**src/rtl/fetch_if_id_pkg.sv**
```systemverilog
// Shared types and constants for the instruction-fetch / IF-ID stage.
package fetch_if_id_pkg;

  typedef enum logic [1:0] {
    ST_FETCH  = 2'd0,
    ST_WAIT   = 2'd1,
    ST_HOLD   = 2'd2,
    ST_HALTED = 2'd3
  } fetch_state_e;

  localparam logic [15:0] NOP_INSTR = 16'h0800;
  localparam logic [15:0] PC_INC    = 16'h0002;

  typedef struct packed {
    logic [15:0] instr;
    logic [15:0] pc;
    logic [15:0] pc_plus2;
    logic        valid;
  } if_id_t;

  localparam if_id_t IF_ID_BUBBLE = '{instr: NOP_INSTR, pc: 16'h0000, pc_plus2: 16'h0000, valid: 1'b0};

  function automatic logic [15:0] pc_next(input logic [15:0] pc);
    return pc + PC_INC;
  endfunction

endpackage

```
**src/rtl/fetch_if_id_reg.sv**
```systemverilog
// 49-bit {instr, pc, pc_plus2, valid} register with clear/load/hold; used for IF/ID and the HOLD buffer.
module fetch_if_id_reg
  import fetch_if_id_pkg::*;
(
  input  logic   clk_i,
  input  logic   rst_i,
  input  logic   clear_i,
  input  logic   load_i,
  input  if_id_t d_i,
  output if_id_t q_o
);

  if_id_t q_q, q_d;

  // Clear wins over load so a flush always leaves a bubble behind.
  always_comb begin
    q_d = q_q;
    if (clear_i) begin
      q_d = IF_ID_BUBBLE;
    end else if (load_i) begin
      q_d = d_i;
    end
  end

  always_ff @(posedge clk_i) begin
    if (rst_i) begin
      q_q <= IF_ID_BUBBLE;
    end else begin
      q_q <= q_d;
    end
  end

  assign q_o = q_q;

endmodule

```
**src/rtl/fetch_if_id.sv**
```systemverilog
// Instruction-fetch controller plus IF/ID pipeline register, between the pc block and decode.
//   state     | meaning
//   ST_FETCH  | issue read at pc_i this cycle; hit accepts immediately
//   ST_WAIT   | read outstanding at req_pc_q; squash drops the returning word
//   ST_HOLD   | accepted word parked in buffer until decode frees up
//   ST_HALTED | fetching stopped, IF/ID frozen until reset
module fetch_if_id
  import fetch_if_id_pkg::*;
(
  input  logic        clk_i,
  input  logic        rst_i,
  input  logic [15:0] pc_i,
  input  logic        flush_i,
  input  logic        dec_stall_i,
  input  logic        halt_i,
  output logic [15:0] imem_addr_o,
  output logic        imem_rd_o,
  input  logic [15:0] imem_data_i,
  input  logic        imem_done_i,
  output logic        pc_stall_o,
  output logic [15:0] instr_o,
  output logic [15:0] pc_o,
  output logic [15:0] pc_plus2_o,
  output logic        valid_o,
  output logic        err_o
);

  fetch_state_e state_q, state_d;
  logic [15:0]  req_pc_q, req_pc_d;
  logic         squash_q, squash_d;
  logic         halt_pend_q, halt_pend_d;
  logic         err_q, err_d;
  logic         accept, halt_any;
  logic         ifid_load, ifid_clear, buf_load, buf_clear;
  logic [15:0]  acc_pc;
  if_id_t       fetched, ifid_d, ifid_q, buf_q;

  assign acc_pc   = (state_q == ST_FETCH) ? pc_i : req_pc_q;
  assign fetched  = '{instr: imem_data_i, pc: acc_pc, pc_plus2: pc_next(acc_pc), valid: 1'b1};
  assign ifid_d   = (state_q == ST_HOLD) ? buf_q : fetched;
  assign halt_any = halt_i | halt_pend_q;

  always_comb begin
    state_d     = state_q;
    req_pc_d    = req_pc_q;
    squash_d    = squash_q;
    halt_pend_d = halt_pend_q;
    err_d       = err_q;
    imem_rd_o   = 1'b0;
    imem_addr_o = req_pc_q;
    pc_stall_o  = 1'b1;
    accept      = 1'b0;
    ifid_load   = 1'b0;
    ifid_clear  = 1'b0;
    buf_load    = 1'b0;
    buf_clear   = 1'b0;

    if (!rst_i) begin
      case (state_q)
        ST_FETCH: begin
          imem_rd_o   = 1'b1;
          imem_addr_o = pc_i;
          req_pc_d    = pc_i;
          if (flush_i) begin
            if (!imem_done_i) begin
              squash_d = 1'b1;
              state_d  = ST_WAIT;
            end
          end else if (imem_done_i) begin
            accept = 1'b1;
          end else begin
            state_d = ST_WAIT;
            if (halt_i) halt_pend_d = 1'b1;
          end
        end
        ST_WAIT: begin
          if (flush_i) begin
            squash_d = !imem_done_i;
            if (imem_done_i) state_d = ST_FETCH;
          end else if (imem_done_i && squash_q) begin
            squash_d = 1'b0;
            state_d  = halt_any ? ST_HALTED : ST_FETCH;
          end else if (imem_done_i) begin
            accept = 1'b1;
          end else if (halt_i) begin
            halt_pend_d = 1'b1;
          end
        end
        ST_HOLD: begin
          err_d = err_q | imem_done_i;
          if (flush_i) begin
            state_d = ST_FETCH;
          end else if (!dec_stall_i) begin
            ifid_load = 1'b1;
            state_d   = halt_any ? ST_HALTED : ST_FETCH;
          end else if (halt_i) begin
            halt_pend_d = 1'b1;
          end
        end
        ST_HALTED: begin
          err_d = err_q | imem_done_i;
        end
        default: ;
      endcase

      // The only cycle pc may advance is the one where a fetched word is taken.
      if (accept) begin
        pc_stall_o = 1'b0;
        if (!dec_stall_i) begin
          ifid_load = 1'b1;
          state_d   = halt_any ? ST_HALTED : ST_FETCH;
        end else begin
          buf_load = 1'b1;
          state_d  = ST_HOLD;
          if (halt_i) halt_pend_d = 1'b1;
        end
      end

      if (state_q != ST_HALTED) begin
        if (flush_i) begin
          ifid_clear  = 1'b1;
          buf_clear   = 1'b1;
          halt_pend_d = 1'b0;
        end else if (!ifid_load && !dec_stall_i) begin
          ifid_clear = 1'b1;
        end
      end
    end
  end

  always_ff @(posedge clk_i) begin
    if (rst_i) begin
      state_q     <= ST_FETCH;
      req_pc_q    <= 16'h0000;
      squash_q    <= 1'b0;
      halt_pend_q <= 1'b0;
      err_q       <= 1'b0;
    end else begin
      state_q     <= state_d;
      req_pc_q    <= req_pc_d;
      squash_q    <= squash_d;
      halt_pend_q <= halt_pend_d;
      err_q       <= err_d;
    end
  end

  fetch_if_id_reg u_if_id (
    .clk_i   (clk_i),
    .rst_i   (rst_i),
    .clear_i (ifid_clear),
    .load_i  (ifid_load),
    .d_i     (ifid_d),
    .q_o     (ifid_q)
  );

  fetch_if_id_reg u_hold_buf (
    .clk_i   (clk_i),
    .rst_i   (rst_i),
    .clear_i (buf_clear),
    .load_i  (buf_load),
    .d_i     (fetched),
    .q_o     (buf_q)
  );

  assign instr_o    = ifid_q.instr;
  assign pc_o       = ifid_q.pc;
  assign pc_plus2_o = ifid_q.pc_plus2;
  assign valid_o    = ifid_q.valid;
  assign err_o      = err_q;

endmodule

```
**config.mk**
```make
export PLATFORM = sky130hd
export DESIGN_NAME = fetch_if_id
export DESIGN_NICKNAME = d
export VERILOG_FILES = /design/src/rtl/fetch_if_id_pkg.sv /design/src/rtl/fetch_if_id_reg.sv /design/src/rtl/fetch_if_id.sv
export SDC_FILE = /design/constraint.sdc
export NUM_CORES = 1
export LEC_CHECK = 0
export CAP_MARGIN = 20
export CORE_MARGIN = 5
export CORE_UTILIZATION = 35
export DETAILED_ROUTE_END_ITERATION = 8
export SYNTH_ARGS = -nofsm -noshare
export SYNTH_HDL_FRONTEND = slang
export SYNTH_SLANG_ARGS = --single-unit
```
**constraint.sdc**
```tcl
create_clock -name clk_i -period 6.16 [get_ports clk_i]
set_clock_uncertainty 0.05 [all_clocks]
set_input_delay 1.232 -clock clk_i [delete_from_list [all_inputs] [get_ports clk_i]]
set_output_delay 1.232 -clock clk_i [all_outputs]
set_load 0.05 [all_outputs]
```
# --- Word level (Yosys, flattened, before mapping) ---
# Index checks and enable logic that the tools add are counted.
totals:
  word_cells: 98
  reg_bits: 119
  out_inout_bits: 68
  in_bits: 38
op_classes:
  reduce_logical: 13
  n_mux: 58
  n_addsub: 1
  bitwise: 2
  eq_ne: 11
op_table:
  columns: ["operator", "n"]
  rows:
  - ["$mux W49", 1]
  - ["$mux W1", 42]
  - ["$mux W16", 2]
  - ["$mux W2", 9]
  - ["$add A16 B2 Y16 const B", 1]
  - ["$ne A4 B4 Y1 const B", 2]
  - ["$ne A2 B2 Y1 const B", 3]
  - ["$pmux W2 S3", 1]
  - ["$reduce_or A2 Y1", 3]
  - ["$reduce_and A5 Y1", 1]
  - ["$eq A2 B2 Y1 const B", 2]
  - ["$ne A4 B3 Y1 const B", 1]
  - ["$pmux W1 S2", 2]
  - ["$reduce_and A4 Y1", 1]
  - ["$reduce_bool A4 Y1", 1]
  - ["$logic_not A1 Y1", 3]
  - ["$ne A3 B2 Y1 const B", 1]
  - ["$ne A3 B3 Y1 const B", 1]
  - ["$pmux W1 S3", 1]
  - ["$eq A2 B1 Y1 const B", 1]
  - ["$logic_and A1 B1 Y1", 2]
  - ["$logic_not A2 Y1", 1]
  - ["$or A1 B1 Y1", 2]
  - ["$reduce_bool A2 Y1", 1]

# --- Depth between registers and ports, before layout ---
depth:
  depth_word: 14
  mapped_depth: 14
  ltp_nobuf: 10

# --- Hierarchy ---
# From an unflattened synthesis, not the netlist that was laid out.
unflattened:
  hier_cells: 586
  area_unflattened_um2: 5769.3
modules_own_cells:
  columns: ["mod", "area_each_um2", "cells_each", "instances"]
  rows:
  - ["fetch_if_id_reg", 1744.2, 160, 2]
  - ["fetch_if_id", 2280.9, 266, 1]

# --- Worst setup path after synthesis ---
# Ideal clock, no wire load.
synth_timing:
  kind: "input-to-output"
  start: "input rst_i"
  end: "output imem_addr_o[11]"
  slack_ps: 2034
  n_path_buf: 2
  cell_stages: 3
  arrival_ps: 2844
  path_cell_list: "clkbuf_1 -> buf_1 -> mux2i_1"
synth_via:
  elab_chain_len: 1
synth_lines:
  columns: ["element", "line_no", "rtl"]
  rows:
  - ["start, declared", "fetch_if_id.sv:11", "input logic rst_i,"]
  - ["$mux W16", "fetch_if_id.sv:58", "if (!rst_i) begin"]
  - ["end, declared", "fetch_if_id.sv:16", "output logic [15:0] imem_addr_o,"]
# Every way passes these cells.

# --- Final worst setup path ---
layout_timing:
  start: "input flush_i"
  end: "output pc_stall_o"
layout_via:
  elab_chain_len: 5
layout_lines:
  columns: ["element", "line_no", "rtl"]
  rows:
  - ["start, declared", "fetch_if_id.sv:13", "input logic flush_i,"]
  - ["$mux W1 (on tied branches)", "fetch_if_id.sv:77, fetch_if_id.sv:64", null]
  - ["$pmux W1 S2 *", "fetch_if_id.sv:59", "case (state_q)"]
  - ["$mux W1 *", "fetch_if_id.sv:58", null]
  - ["$mux W1 *", "fetch_if_id.sv:107", "if (accept) begin"]
  - ["$mux W1 *", "fetch_if_id.sv:58", null]
  - ["end, declared", "fetch_if_id.sv:20", "output logic pc_stall_o,"]
# Mark *: on every way between the ends. The rest lies on a longest branch, timed or not. The select of a mux whose other input is x is not followed.

==> metrics <==
Final Core Density=47.6%; H-tree Lvls=4; largest net degree at the start of global routing=51; total of max-cap violations=0; Clock Latency Late Sink=0.41 ns; ANT cells=0; Synth Flop Type=dfxtp_1; final instance area=7130 µm²; clock tree sinks=117; Root Driver=clkbuf_16; Final Wtd Congestion=0.820; postcts setup bufs=0; Netlist Area Pre-Place=5280 µm²; Hold Fails Final Rpt=0; Resize count post-CTS=0; 1st-iter DRT viols=256; Slew Limit Headroom=30.8%; register area share after synthesis=44.3%; CP startpoint kind=input port; Max IR drop VDD=0.191 mV; Post-Syn Area per Cell=8.40 µm²; vias=4708; via/cell ratio=5.16; Critical Path AT=3.43 ns; first-pass GRT wire length=24300 µm; Area growth syn-to-layout=34.9%; Pre-Repair DR Iteration Count=4; WS Path Type=input port to output pin; YS warnings=0; Die W=133 µm; routed length per instance=16.2 µm; Worst EP required=4.88 ns; hold_buf cts=0; Achievable Freq=212 MHz; measured slew at the worst slew-check pin=1.04 ns; Distinct cells, synth=49; Post-Route Setup TNS=0 ns; clock slew at reported path FFs=0.05 ns; largest fanout on the critical path=11; Power Density=363 nW/µm²; Initial Util=35.3%; Residual DRC=0; CTS tree=built; Synth async-reset ratio=0%; Reg2Reg Setup Slack=3.04 ns; Longest Clk Path Bufs=2; Total Die Area=17700 µm²; Slew Limit Fails=0; Top Ports=106; ANT nets after route=0; antenna violations before repair=0; status=complete, no violations; Rows=45; Tcrit/Tclk final=76.5%; Mapped Cells=629; synthesized net count=674; Die H=133 µm; Synth Register Bits=117; leakage=2.57 nW; Core ar.=15000 µm²; hold crit path type=register to register; GRT Util Overall=17.1%; Period minus WS final=4.71 ns; layout cells sized above 1=8.00%; unrepaired setup endpoints after global routing=no; hold slack=0.399 ns; total CTS buffers=17; input/output buffers=105; nets=757; DPL Wire Length=10100 µm; vias in the first global route=4759; placed inst area=6480 µm²; setup violators final=0; routed wire length=14800 µm; grt ovf=0; CP endpoint kind=output pin; Post-synth EDFFs=0
[power breakdown]
group | switching (mW) | total (mW) | internal (mW)
Sequential | 0.0256 | 0.820 | 0.794
Combinational | 0.455 | 0.695 | 0.240
Clock | 0.330 | 1.08 | 0.746
[cell type report]
type                    count  area (µm²)
fillers                  1427        7850
multi-input cells         437        2680
flip-flops and latches    117        2340
repair buffers            114        1130
clock buffers              22         474
well taps                 188         235
clock inverters            10         175
inverters                  25        93.8
[registers in the layout, summed over array words and instances, names as in the netlist]
name	flops
req_pc_q	16
squash_q	1
u_hold_buf.q_o	48
err_o	1
halt_pend_q	1
u_if_id.q_o	48
state_q	2
[metal layers]
layer	vias up	GRT usage, %	part of all wire, %	wire [µm]
met5	-	0	0	0
met4	0	6.52	1.8	267
met3	25	4.79	4.5	661
met2	100	29.4	49	7280
met1	2224	20.3	44	6570
li1	2359	-	-	-
[worst max-delay path: stages]
cell	delay, ns
clkdlybuf4s50_1	0.69
nor2b_1	0.11
o21ai_1	0.37
or2_2	0.22
clkdlybuf4s50_1	0.80
[cells by family after synthesis]
group | share of synthesized area, %
simple gates | 17.2
compound gates | 19.2
flops | 44.3
buf+inv | 5.66
mux | 10.4
xor+xnor | 1.49
fa+ha+maj | 1.66
[through the flow]
step / setup WS [ns] / power [mW] / cells
5_1_grt: 1.35 / 2.72 / 913
3_5_place_dp: 1.50 / 1.53 / 881
4_1_cts: 1.49 / 2.62 / 913
2_1_floorplan: 2.03 / 1.32 / 629
3_3_place_gp: 1.53 / 1.52 / 880
6_report: 1.45 / 2.59 / 913
[cells in the final DEF, fill, tap and decap left out, drive strengths merged, types with 4 or more instances in the layout]
master         count
dfxtp            117
clkdlybuf4s50    104
nand2             92
nor2              77
a21oi             61
mux2i             48
a211oi            46
inv               25
clkbuf            22
nand3             16
o211ai            15
buf               10
xnor2              8
o21ai              7
ha                 7
mux2               6
clkinv             5
bufinv             5
a21o               4
a311oi             4
[Yosys cell counts, types with 2 or more instances]
library cell | count | area (µm²)
nor2b_1 | 3 | 18.8
o21bai_1 | 2 | 15.0
and2_1 | 2 | 12.5
nand3_1 | 16 | 80.1
nand2_1 | 92 | 345
a311oi_1 | 4 | 35.0
buf_4 | 4 | 30.0
ha_1 | 7 | 87.6
mux2i_1 | 47 | 470
nand4b_1 | 3 | 26.3
nand2b_1 | 2 | 12.5
a21oi_1 | 61 | 305
mux2_2 | 6 | 67.6
nor3_1 | 3 | 15.0
nand4_1 | 2 | 12.5
buf_1 | 7 | 26.3
a21o_1 | 4 | 30.0
xnor2_1 | 8 | 70.1
inv_1 | 25 | 93.8
buf_2 | 2 | 10.0
clkbuf_1 | 37 | 139
or2_2 | 3 | 18.8
nand3b_1 | 2 | 15.0
dfxtp_1 | 117 | 2340
nor4_1 | 2 | 12.5
a211o_1 | 3 | 26.3
o21ai_0 | 6 | 30.0
a211oi_1 | 46 | 345
a22oi_1 | 2 | 15.0
nor2_1 | 77 | 289
o211ai_1 | 15 | 113
o31ai_1 | 2 | 15.0
[path summary, 6_finish.rpt]
kind,end,depth (start not counted),startpoint
worst max-delay path,pc_stall_o,5,flush_i
worst max register to register,u_if_id.q_o[16]$_SDFFE_PP0P_,11,state_q[0]$_SDFFE_PP0P_
worst min register to register,u_if_id.q_o[20]$_SDFFE_PP0P_,2,u_if_id.q_o[20]$_SDFFE_PP0P_
worst min-delay path,u_if_id.q_o[20]$_SDFFE_PP0P_,2,u_if_id.q_o[20]$_SDFFE_PP0P_
(Power assumes the default switching activity.)
